### src/rtl/ram64_arbiter.sv
// ram64_arbiter: two-port round-robin arbiter and access sequencer for a
// single RAM64 (DATA_W x 64 words, combinational read, synchronous write).
//
// Ports:
//   clk, rst_n                      clock, async active-low reset
//   req_x/we_x/addr_x/wdata_x       requester x command (x = a, b), held until gnt_x
//   gnt_x                           one-cycle pulse, command accepted (RAM access cycle)
//   done_x                          one-cycle pulse, access complete
//   rdata                           read data, valid with done_x after a read
//   ram_in/ram_load/ram_address     registered drive of the RAM64 pins
//   ram_out                         RAM64 combinational read data
//
// Configuration macro: RAM64_ARB_FIXED_PRIO_EN
//   defined   -> port A always wins a simultaneous request, no pointer
//   undefined -> round-robin pointer, resets to A, flips after each grant
module ram64_arbiter #(
    parameter int unsigned DATA_W = 16,
    parameter int unsigned ADDR_W = 6
) (
    input  logic              clk,
    input  logic              rst_n,
    input  logic              req_a,
    input  logic              we_a,
    input  logic [ADDR_W-1:0] addr_a,
    input  logic [DATA_W-1:0] wdata_a,
    output logic              gnt_a,
    output logic              done_a,
    input  logic              req_b,
    input  logic              we_b,
    input  logic [ADDR_W-1:0] addr_b,
    input  logic [DATA_W-1:0] wdata_b,
    output logic              gnt_b,
    output logic              done_b,
    output logic [DATA_W-1:0] rdata,
    output logic [DATA_W-1:0] ram_in,
    output logic              ram_load,
    output logic [ADDR_W-1:0] ram_address,
    input  logic [DATA_W-1:0] ram_out
);

    typedef enum logic [1:0] {
        IDLE   = 2'd0,
        ACCESS = 2'd1,
        RESP   = 2'd2
    } state_t;

    state_t              state, state_nxt;
    logic                owner_b, owner_b_nxt;  // 1: port B owns the access
    logic                is_rd, is_rd_nxt;
    logic                win_b;
    logic                gnt_a_nxt, gnt_b_nxt, done_a_nxt, done_b_nxt;
    logic                ram_load_nxt;
    logic [DATA_W-1:0]   rdata_nxt, ram_in_nxt;
    logic [ADDR_W-1:0]   ram_address_nxt;

    // Winner selection among the current requests
`ifdef RAM64_ARB_FIXED_PRIO_EN
    assign win_b = req_b & ~req_a;
`else
    logic prio_b;  // 1: port B holds priority

    assign win_b = (req_a && req_b) ? prio_b : req_b;

    // Pointer moves to the port that just lost (or was not granted)
    always_ff @(posedge clk or negedge rst_n) begin
        if (!rst_n) begin
            prio_b <= 1'b0;
        end else if (state == IDLE && (req_a || req_b)) begin
            prio_b <= ~win_b;
        end
    end
`endif

    // State and registered outputs
    always_ff @(posedge clk or negedge rst_n) begin
        if (!rst_n) begin
            state       <= IDLE;
            owner_b     <= 1'b0;
            is_rd       <= 1'b0;
            gnt_a       <= 1'b0;
            gnt_b       <= 1'b0;
            done_a      <= 1'b0;
            done_b      <= 1'b0;
            rdata       <= '0;
            ram_in      <= '0;
            ram_load    <= 1'b0;
            ram_address <= '0;
        end else begin
            state       <= state_nxt;
            owner_b     <= owner_b_nxt;
            is_rd       <= is_rd_nxt;
            gnt_a       <= gnt_a_nxt;
            gnt_b       <= gnt_b_nxt;
            done_a      <= done_a_nxt;
            done_b      <= done_b_nxt;
            rdata       <= rdata_nxt;
            ram_in      <= ram_in_nxt;
            ram_load    <= ram_load_nxt;
            ram_address <= ram_address_nxt;
        end
    end

    // Next-state and next-output logic
    always_comb begin
        state_nxt       = state;
        owner_b_nxt     = owner_b;
        is_rd_nxt       = is_rd;
        gnt_a_nxt       = 1'b0;
        gnt_b_nxt       = 1'b0;
        done_a_nxt      = 1'b0;
        done_b_nxt      = 1'b0;
        rdata_nxt       = rdata;
        ram_in_nxt      = ram_in;
        ram_load_nxt    = 1'b0;
        ram_address_nxt = ram_address;

        unique case (state)
            IDLE: begin
                if (req_a || req_b) begin
                    owner_b_nxt     = win_b;
                    ram_address_nxt = win_b ? addr_b  : addr_a;
                    ram_in_nxt      = win_b ? wdata_b : wdata_a;
                    ram_load_nxt    = win_b ? we_b    : we_a;
                    is_rd_nxt       = win_b ? ~we_b   : ~we_a;
                    gnt_a_nxt       = ~win_b;
                    gnt_b_nxt       = win_b;
                    state_nxt       = ACCESS;
                end
            end
            ACCESS: begin
                // RAM64 read is combinational on the registered address
                if (is_rd) begin
                    rdata_nxt = ram_out;
                end
                done_a_nxt = ~owner_b;
                done_b_nxt = owner_b;
                state_nxt  = RESP;
            end
            RESP: begin
                state_nxt = IDLE;
            end
            default: begin
                state_nxt = IDLE;
            end
        endcase
    end

endmodule

### config.mk
export PLATFORM = sky130hd
export DESIGN_NAME = ram64_arbiter
export DESIGN_NICKNAME = d
export VERILOG_FILES = /design/src/rtl/ram64_arbiter.sv
export SDC_FILE = /design/constraint.sdc
export NUM_CORES = 1
export LEC_CHECK = 0
export CORE_AREA = 2 2 77 79
export CTS_BUF_LIST = sky130_fd_sc_hd__clkbuf_4
export CTS_CLUSTER_SIZE = 14
export DETAILED_ROUTE_END_ITERATION = 6
export DIE_AREA = 0 0 79 81
export PLACE_DENSITY_LB_ADDON = 0.12
export SETUP_SLACK_MARGIN = 0.1
export SLEW_MARGIN = 25
export SYNTH_ARGS = -nofsm -noshare
export SYNTH_HDL_FRONTEND = slang
export SYNTH_SLANG_ARGS = --single-unit
### constraint.sdc
create_clock -name clk -period 1.6 [get_ports clk]
set_clock_uncertainty 0.15 [all_clocks]
set_input_delay 0.32 -clock clk [delete_from_list [all_inputs] [get_ports clk]]
set_output_delay 0.32 -clock clk [all_outputs]
set_load 0.02 [all_outputs]
==> run summary, run 1 <==
total track usage - 18.6%
DP Worst Slack - -0.287 ns
PortBufs - 108
post-synth top area cell - dfrtp_1
Crit path required time - 1.69 ns
vias per cell - 5.01
register area share after synthesis - 52.5%
Core ar. - 5680 um2
Pre-Repair DR Iteration Count - 4
Final ANT Viol Nets - 0
Tightest Pin Transition - 0.351 ns
FP Rows - 28
outcome - completed
worst min-delay path category - primary input to async pin
share of the synthesized area in the top cell type - 52.5%
Tmin final - 1.46 ns
data arrival time of the critical path - 1.55 ns
Reg clk slew, reported paths - 0.14 ns
commonest non-fill, non-tap cells in the layout - clkdlybuf4s50_1 (64), dfrtp_1 (48), buf_2 (44), a21oi_1 (25), nand3_1 (23)
leading cell type in the layout, fill and taps excluded - clkdlybuf4s50_1
initial core utilization - 40.3%
Achievable Freq - 0.686 GHz
yosys warns - 0
DPL Wire Length - 4280 um
GP Congestion - 0.805
crit-path cells - clkdlybuf4s50_1 > buf_4 > inv_1 > buf_4 > o21ai_0 > a21oi_1
Setup-failing EPs final - 0
crit-path max FO - 7
max_slew headroom - 76.6%
CTS tree - built
post-route cell area - 3520 um2
area growth from synthesis to layout - 53.9%
die width - 79 um
CP max-delay cell - clkdlybuf4s50_1
Setup crit start kind - primary input
P_leak - 1.51 nW
Slew Viols, Final - 0
synth unique cells - 26
largest cells by area after synthesis - dfrtp_1 (53%), a31oi_2 (10%), mux2_4 (6.6%)
flop2flop setup slack - 0.15 ns
fillers - 513
Num CTS Buffers - 5
FF+latch count, synth - 48
Clock Tree Buf Depth - 2
cell mode on critical path - buf_4
DR vias - 1977
VDD IR max - 0.000781 V
register area - 1200 um2
final setup margin - 0.142 ns
Final Util - 62.0%
TritonCTS Sinks - 48
Multi-input gate area - 960 um2
iteration-0 DRC count of the detailed router - 88
Syn Nets - 257
post-DR wirelength/cell - 14.8 um
# H-tree levels - 2
die height - 81 um
max-cap violations - 0
first-pass GRT wire length - 9130 um
post-placement cell area - 3600 um2
mean post-synth cell area - 12.0 um2
synthesized cell area - 2290 um2
WS Path Type - primary input to flip-flop
max incr delay on CP - 0.52 ns
area of the die - 6400 um2
share of layout cells above drive strength 1 - 37.8%
Cells after Synth - 191
Final period util - 91.1%
DR DRC count - 0
final hold violations - 0
Power Dens Cells - 1800 nW/um2
routed wire length - 5860 um
placed instance count - 379
RSZ-0062 raised after global routing - yes
io pins - 109
pin count of the biggest net entering global routing - 29
Root Driver - clkbuf_4
ANT cells - 0
Final Non-Filler Cells - 395
total grt overflow - 0
initial antenna violation count - 0
vias in the first global route - 1942
clock latency on the worst-skew pair - 0.35 ns
Worst setup EP type - flip-flop
Final nets - 385
flip-flops by register name, summed over array words and instances, names as in the netlist, 2 cells and up:
signal       flops
ram_address      6
ram_in          16
rdata           16
state            2
power by group:
part / switching [mW] / internal, mW
clock: 0.392 / 0.166
sequential: 0.326 / 1.81
combinational: 1.90 / 1.72
total: 2.62 / 3.70
path summary, 6_finish.rpt:
| path | startpoint | cells past startpoint | to |
|---|---|---|---|
| setup / recovery | req_b | 6 | ram_load |
| hold / removal | rst_n | 3 | ram_in[12] |
| setup reg to reg | state[1] | 3 | rdata[8] |
| hold reg to reg | owner_b | 1 | done_a |
| max in group asynchronous | rst_n | 3 | state[0] |
| min in group clk | owner_b | 1 | done_a |
layout make-up:
class	instances	share of cell area (%)
flip-flops and latches	48	34.2
repair buffers	139	34.0
multi-input cells	123	27.3
well taps	75	2.67
clock buffers	5	1.07
clock inverters	3	0.534
inverters	2	0.285
timing repair:
item                                    in CTS  in global routing
resized for setup                          158                 16
endpoints found under the setup margin      47                 18
buffers inserted                             3                  4
pin swaps                                    0                  1
hold buffers                                 1                  0
hold endpoints to repair                    48                  0
stage by stage:
| step | hold slack, ns | setup TNS, ns | power, mW |
|---|---|---|---|
| floorplan | -0.126 | 0 | 4.36 |
| global placement | 0.171 | -6.21 | 6.14 |
| detailed placement | 0.165 | -6.42 | 6.20 |
| CTS | 0.288 | 0 | 6.44 |
| global route | 0.304 | 0 | 6.76 |
| finish | 0.304 | 0 | 6.32 |
kinds of logic (layout without fill, tap and decap cells):
| family | count (synthesis) | after routing | share of synthesized area, % |
|---|---|---|---|
| compound gates | 74 | 74 | 23.0 |
| buf+inv | 20 | 149 | 5.86 |
| flops | 48 | 48 | 52.5 |
| mux | 16 | 16 | 9.52 |
| simple gates | 33 | 33 | 9.03 |
metal layers:
layer | GRT usage (%) | share of wire [%] | wire, um | vias up
met3 | 4.11 | 5.7 | 334 | 8
met1 | 23.0 | 43 | 2510 | 941
met5 | 0 | 0 | 0 | -
met2 | 32.2 | 50 | 2950 | 68
met4 | 6.38 | 1.2 | 72 | 0
li1 | - | - | - | 960
synthesized netlist by cell type:
| library cell | n |
|---|---|
| and2_1 | 1 |
| inv_1 | 1 |
| inv_4 | 1 |
| buf_2 | 3 |
| nor2_4 | 1 |
| a31o_1 | 1 |
| and3_1 | 1 |
| buf_6 | 7 |
| and2b_1 | 1 |
| a21oi_1 | 25 |
| mux2_4 | 10 |
| dfrtp_1 | 48 |
| and2b_4 | 1 |
| a31oi_2 | 19 |
| nand2_8 | 1 |
| a21boi_1 | 1 |
| o21ai_0 | 23 |
| nand2_4 | 1 |
| clkbuf_1 | 8 |
| a31oi_1 | 4 |
| nand3_1 | 23 |
| or2_1 | 1 |
| a21o_1 | 1 |
| mux2_2 | 6 |
| nand2b_1 | 1 |
| nor2b_1 | 1 |
critical path, delay by kind of cell:
kind                   cells  cell delay [ns]
AO/OA/AOI/OAI              2             0.35
buffers and inverters      4             0.87
(Power assumes the default switching activity.)
==> inputs of run 2 (changes only) <==
--- a/config.mk
+++ b/config.mk
@@ -5,11 +5,13 @@
 export SDC_FILE = /design/constraint.sdc
 export NUM_CORES = 1
 export LEC_CHECK = 0
+export CAP_MARGIN = 30
 export CORE_AREA = 2 2 77 79
 export CTS_BUF_LIST = sky130_fd_sc_hd__clkbuf_4
 export CTS_CLUSTER_SIZE = 14
 export DETAILED_ROUTE_END_ITERATION = 6
 export DIE_AREA = 0 0 79 81
+export GPL_TIMING_DRIVEN = 0
 export PLACE_DENSITY_LB_ADDON = 0.12
 export SETUP_SLACK_MARGIN = 0.1
 export SLEW_MARGIN = 25
==> run summary, run 2 (synthesis gave the netlist of run 1 again) <==
outcome - completed
DR vias - 2035 (+2.9%)
Tmin final - 1.50 ns (+0.0409 ns)
iteration-0 DRC count of the detailed router - 82 (-6.8%)
top sig layer - met4
Reg clk slew, reported paths - 0.13 ns (about the same)
share of layout cells above drive strength 1 - 38.6% (+0.77 points)
Largest regs - ram_in (16), rdata (16), ram_address (6)
total grt overflow - 0 (unchanged)
CTS tree - built
Power Dens Cells - 1870 nW/um2 (+3.8%)
commonest non-fill, non-tap cells in the layout - clkdlybuf4s50_1 (63), dfrtp_1 (48), buf_2 (42), a21oi_1 (24), nand3_1 (23)
die height - 81 um (unchanged)
fillers - 512 (-0.19%)
first-pass GRT wire length - 9600 um (+5.2%)
final setup margin - 0.101 ns (-0.0409 ns)
GP Congestion - 0.747 (-7.2%)
Clock Tree Buf Depth - 2 (unchanged)
Core ar. - 5680 um2 (unchanged)
Root Driver - clkbuf_4
Final ANT Viol Nets - 0 (unchanged)
met3 wire length - 319 um (-4.5%)
total track usage - 19.3% (+0.74 points)
PortBufs - 107 (-0.93%)
max_slew headroom - 60.4% (-16 points)
WS Path Type - flip-flop to flip-flop
initial antenna violation count - 0 (unchanged)
VDD IR max - 0.000749 V (-4.0%)
worst min-delay path category - primary input to flip-flop
FP Rows - 28 (unchanged)
post-DR wirelength/cell - 15.6 um (+5.0%)
crit-path max FO - 5 (-2)
clock latency on the worst-skew pair - 0.36 ns (about the same)
Tightest Pin Transition - 0.594 ns (+0.243 ns)
DP Worst Slack - -0.405 ns (-0.117 ns)
max-cap violations - 0 (unchanged)
initial core utilization - 40.3% (unchanged)
Final period util - 93.7% (+2.6 points)
Worst setup EP type - flip-flop
Slew Viols, Final - 0 (unchanged)
leading cell type in the layout, fill and taps excluded - clkdlybuf4s50_1
DPL Wire Length - 4250 um (-0.71%)
RSZ-0062 raised after global routing - yes
max incr delay on CP - 0.43 ns (-0.09 ns)
area growth from synthesis to layout - 53.7% (about the same)
ANT cells - 0 (unchanged)
pin count of the biggest net entering global routing - 49 (+69%)
CP max-delay cell - dfrtp_1
routed wire length - 6220 um (+6.1%)
final hold violations - 0 (unchanged)
Num CTS Buffers - 5 (unchanged)
met1 WL - 2500 um (-0.56%)
area of the die - 6400 um2 (unchanged)
Final nets - 389 (+1.0%)
crit-path cells - and2b_4 > nand2_8 > clkbuf_16 > mux2_4
Pre-Repair DR Iteration Count - 4 (unchanged)
DR DRC count - 0 (unchanged)
io pins - 109 (unchanged)
Final Util - 61.9% (about the same)
Achievable Freq - 0.667 GHz (-2.7%)
Crit path required time - 1.71 ns (+0.02 ns)
die width - 79 um (unchanged)
Setup-failing EPs final - 0 (unchanged)
P_leak - 1.52 nW (+0.54%)
data arrival time of the critical path - 1.61 ns (+0.06 ns)
TritonCTS Sinks - 48 (unchanged)
Setup crit start kind - flip-flop
metal2 WL - 3260 um (+11%)
vias in the first global route - 2023 (+4.2%)
vias per cell - 5.10 (+1.9%)
# H-tree levels - 2 (unchanged)
-- run 2: cell type report --
type                            instances  area, um2  share of cell area (%)
Clock buffer                            6       45.0                    1.28
Inverter                                2       10.0                   0.285
Timing Repair Buffer                  125       1010                    28.7
Multi-Input combinational cell        123        965                    27.4
Clock inverter                          2       35.0                   0.997
Tap cell                               75       93.8                    2.67
Buffer                                 18        156                    4.45
Sequential cell                        48       1200                    34.2
-- run 2: worst paths after layout --
| path | to | cells past startpoint | from | slack (ns) |
|---|---|---|---|---|
| min reg2reg | done_a | 1 | owner_b | 0.30 |
| max in group asynchronous | state[0] | 2 | rst_n | 0.55 |
| min in group asynchronous | ram_in[6] | 2 | rst_n | 0.35 |
| max | rdata[6] | 4 | state[1] | 0.10 |
| max reg2reg | rdata[6] | 4 | state[1] | 0.10 |
| min | ram_in[3] | 3 | req_b | 0.09 |
-- run 2: power by group --
part	switching [mW]	internal, mW	total, mW
clock network	0.376	0.345	0.721
logic	1.96	1.74	3.71
registers	0.320	1.81	2.13
-- run 2: stage by stage --
step | hold slack [ns] | instance area, um2 | TNS, ns | cells | power (mW)
4_1_cts | 0.0822 | 3520 | 0 | 384 | 6.46
2_1_floorplan | -0.126 | 2290 | 0 | 191 | 4.36
3_3_place_gp | 0.283 | 3450 | -71.00 | 373 | 5.88
3_5_place_dp | 0.221 | 3450 | -8.07 | 373 | 5.96
6_report | 0.0859 | 3510 | 0 | 399 | 6.56
5_1_grt | 0.0802 | 3510 | 0 | 399 | 6.99
-- run 2: repair_timing --
action,4_1_cts,5_1_grt
cloned,0,1
setup endpoints to repair,74,56
pin swaps,0,1
endpoints found under the hold margin,48,0
setup buffers,2,14
hold buffers,1,0
gates resized for setup,152,48
-- run 2: layer usage --
metal  track usage [%]  vias up
li1                  -      963
met1              23.2      988
met2              34.9       72
met3              3.33       12
met4              7.07        0
met5                 0        -
-- run 2: critical path, delay by kind of cell, from the launching register on --
kind	cells	cell delay (ns)
multiplexers	1	0.29
flip-flops	1	0.43
AND/OR/NAND/NOR	2	0.37
buffers and inverters	1	0.17
==> inputs of run 3 (changes only) <==
--- a/config.mk
+++ b/config.mk
@@ -13,8 +13,9 @@
 export DIE_AREA = 0 0 79 81
 export GPL_TIMING_DRIVEN = 0
 export PLACE_DENSITY_LB_ADDON = 0.12
+export RECOVER_POWER = 25
 export SETUP_SLACK_MARGIN = 0.1
-export SLEW_MARGIN = 25
+export SLEW_MARGIN = 20
 export SYNTH_ARGS = -nofsm -noshare
 export SYNTH_HDL_FRONTEND = slang
 export SYNTH_SLANG_ARGS = --single-unit
==> constraint.sdc (replaced) <==
create_clock -name clk -period 1.48 [get_ports clk]
set_clock_uncertainty 0.15 [all_clocks]
set_input_delay 0.296 -clock clk [delete_from_list [all_inputs] [get_ports clk]]
set_output_delay 0.296 -clock clk [all_outputs]
set_load 0.02 [all_outputs]
==> run summary, run 3 (synthesis gave the netlist of run 1 again) <==
outcome - completed
TritonCTS Sinks - 48 (unchanged)
Slew Viols, Final - 0 (unchanged)
CP top delay family - buffers and inverters
Num CTS Buffers - 5 (unchanged)
vias in the first global route - 2017 (-0.30%)
GP Congestion - 0.743 (-0.58%)
initial core utilization - 40.3% (unchanged)
worst min-delay path category - primary input to flip-flop
Clock Tree Buf Depth - 2 (unchanged)
FP Rows - 28 (unchanged)
crit-path cells - buf_6 > nor2_4 > buf_12 > nand2_8 > clkinv_8 > clkbuf_16 > a31oi_4
post-route cell area - 4400 um2 (+25%)
setup TNS - 0 ns (unchanged)
Largest regs - ram_in (16), rdata (16), ram_address (6)
Power Dens Cells - 2140 nW/um2 (+14%)
sequential share of power - 25.9% (-6.6 points)
Crit path required time - 1.57 ns (-0.14 ns)
CP max-delay cell - dfrtp_1
Root Driver - clkbuf_4
P_leak - 1.82 nW (+20%)
area of the die - 6400 um2 (unchanged)
ANT cells - 0 (unchanged)
PortBufs - 107 (unchanged)
WHS - 0.0981 ns (+0.0122 ns)
first-pass GRT wire length - 9520 um (-0.85%)
share of layout cells above drive strength 1 - 53.4% (+15 points)
Reg clk slew, reported paths - 0.14 ns (about the same)
initial antenna violation count - 0 (unchanged)
flop2flop setup slack - 0.02 ns (-0.08 ns)
total grt overflow - 0 (unchanged)
VDD IR max - 0.00108 V (+44%)
total track usage - 19.0% (-0.31 points)
crit-path max FO - 8 (+3)
Final nets - 418 (+7.5%)
Pint - 5.75 mW (+47%)
post-placement cell area - 3540 um2 (+2.8%)
pin count of the biggest net entering global routing - 33 (-33%)
area growth from synthesis to layout - 92.3%
data arrival time of the critical path - 1.55 ns (-0.06 ns)
Core ar. - 5680 um2 (unchanged)
Tightest Pin Transition - 0.697 ns (+0.103 ns)
Pre-Repair DR Iteration Count - 4 (unchanged)
Final period util - 98.5% (+4.8 points)
commonest non-fill, non-tap cells in the layout - clkdlybuf4s50_1 (62), buf_6 (52), dfrtp_1 (48), buf_4 (36), nand3_1 (23)
vias per cell - 5.22 (+2.4%)
Clock Power Share - 6.2% (-4.8 points)
Final ANT Viol Nets - 0 (unchanged)
Setup-failing EPs final - 0 (unchanged)
Psw - 3.64 mW (+37%)
Power, Total - 9.39 mW (+43%)
max_slew headroom - 53.5% (-6.9 points)
post-DR wirelength/cell - 16.2 um (+3.8%)
final hold violations - 0 (unchanged)
RSZ-0062 raised after global routing - yes
fillers - 389 (-24%)
leading cell type in the layout, fill and taps excluded - clkdlybuf4s50_1
routed wire length - 6910 um (+11%)
DPL Wire Length - 4210 um (-0.94%)
iteration-0 DRC count of the detailed router - 96 (+17%)
clock latency on the worst-skew pair - 0.35 ns (about the same)
Achievable Freq - 0.686 GHz (+2.8%)
die height - 81 um (unchanged)
Buf+Inv Stages, Crit Path - 4 (+3)
io pins - 109 (unchanged)
Final Util - 77.5% (+16 points)
Setup crit start kind - flip-flop
die width - 79 um (unchanged)
Tmin final - 1.46 ns (-0.0414 ns)
Net Sw Frac - 38.8% (-1.7 points)
Worst setup EP type - flip-flop
DR vias - 2231 (+9.6%)
combinational power share - 67.8% (+11 points)
CTS tree - built
WS Path Type - flip-flop to flip-flop
max-cap violations - 0 (unchanged)
max incr delay on CP - 0.42 ns (about the same)
# H-tree levels - 2 (unchanged)
DR DRC count - 0 (unchanged)
==> run 3: cell types whose count changed in the layout (fill, tap and decap cells not counted), sizes merged <==
cell and delta:
buf +32, clkbuf -4, bufinv -1, clkdlybuf4s50 -1, clkinv +1, clkinvlp +1
dlygate4sd2 +1, inv -1
==> run 3: area by class of cell <==
cell class	instances	area (um2)	area share [%]
clock buffers	5	37.5	0.854
multi-input cells	123	1260	28.8
flip-flops and latches	48	1200	27.3
clock inverters	2	12.5	0.285
inverters	2	20.0	0.455
well taps	75	93.8	2.13
repair buffers	154	1560	35.4
plain buffers	18	209	4.75
==> run 3: tightest hold or removal path: cells and delay by family <==
family,cells,cell delay (ns)
AND/OR/NAND/NOR,1,0.09
buffers and inverters,1,0.12
AO/OA/AOI/OAI,1,0.07
==> run 3: final timing paths <==
| kind | from | to | depth (start not counted) |
|---|---|---|---|
| worst min register to register | owner_b | done_a | 1 |
| worst min-delay path | req_b | ram_load | 3 |
| max in group asynchronous | rst_n | gnt_a | 3 |
| worst max-delay path | state[0] | ram_in[15] | 7 |
| min in group asynchronous | rst_n | rdata[15] | 2 |
| worst max register to register | state[0] | ram_in[15] | 7 |
==> run 3: metal layers <==
layer | vias to the layer above | global-route usage, % | part of all wire, % | wire length [um]
met5 | - | 0 | 0 | 0
met4 | 0 | 5.69 | 2.8 | 191
met3 | 17 | 3.67 | 5.1 | 350
met2 | 84 | 34.0 | 53 | 3650
met1 | 1100 | 23.4 | 39 | 2720
li1 | 1030 | - | - | -
==> run 3: power groups by stage <==
stage          Sequential, mW  Combinational, mW  Clock [mW]
4_1_cts                  2.35               4.80       0.599
6_report                 2.44               6.37       0.585
5_1_grt                  2.50               6.72       0.644
3_3_place_gp             2.37               4.19           0
2_1_floorplan            3.07               1.83           0
3_5_place_dp             2.39               4.23           0
==> run 3: metrics by stage <==
stage / setup slack (ns) / std cells
floorplan: 0.0397 / 191
detailed placement: -0.500 / 374
global route: -0.0190 / 427
CTS: 0.0278 / 407
finish: 0.0224 / 427
global placement: -1.44 / 373
==> run 3: repair_timing <==
| item | in CTS | in global routing |
|---|---|---|
| hold endpoints to repair | 16 | 0 |
| resized for setup | 236 | 110 |
| hold buffers | 1 | 0 |
| setup endpoints to repair | 74 | 81 |
| pin swaps | 2 | 3 |
| setup buffers | 24 | 18 |
| gates cloned | 1 | 2 |
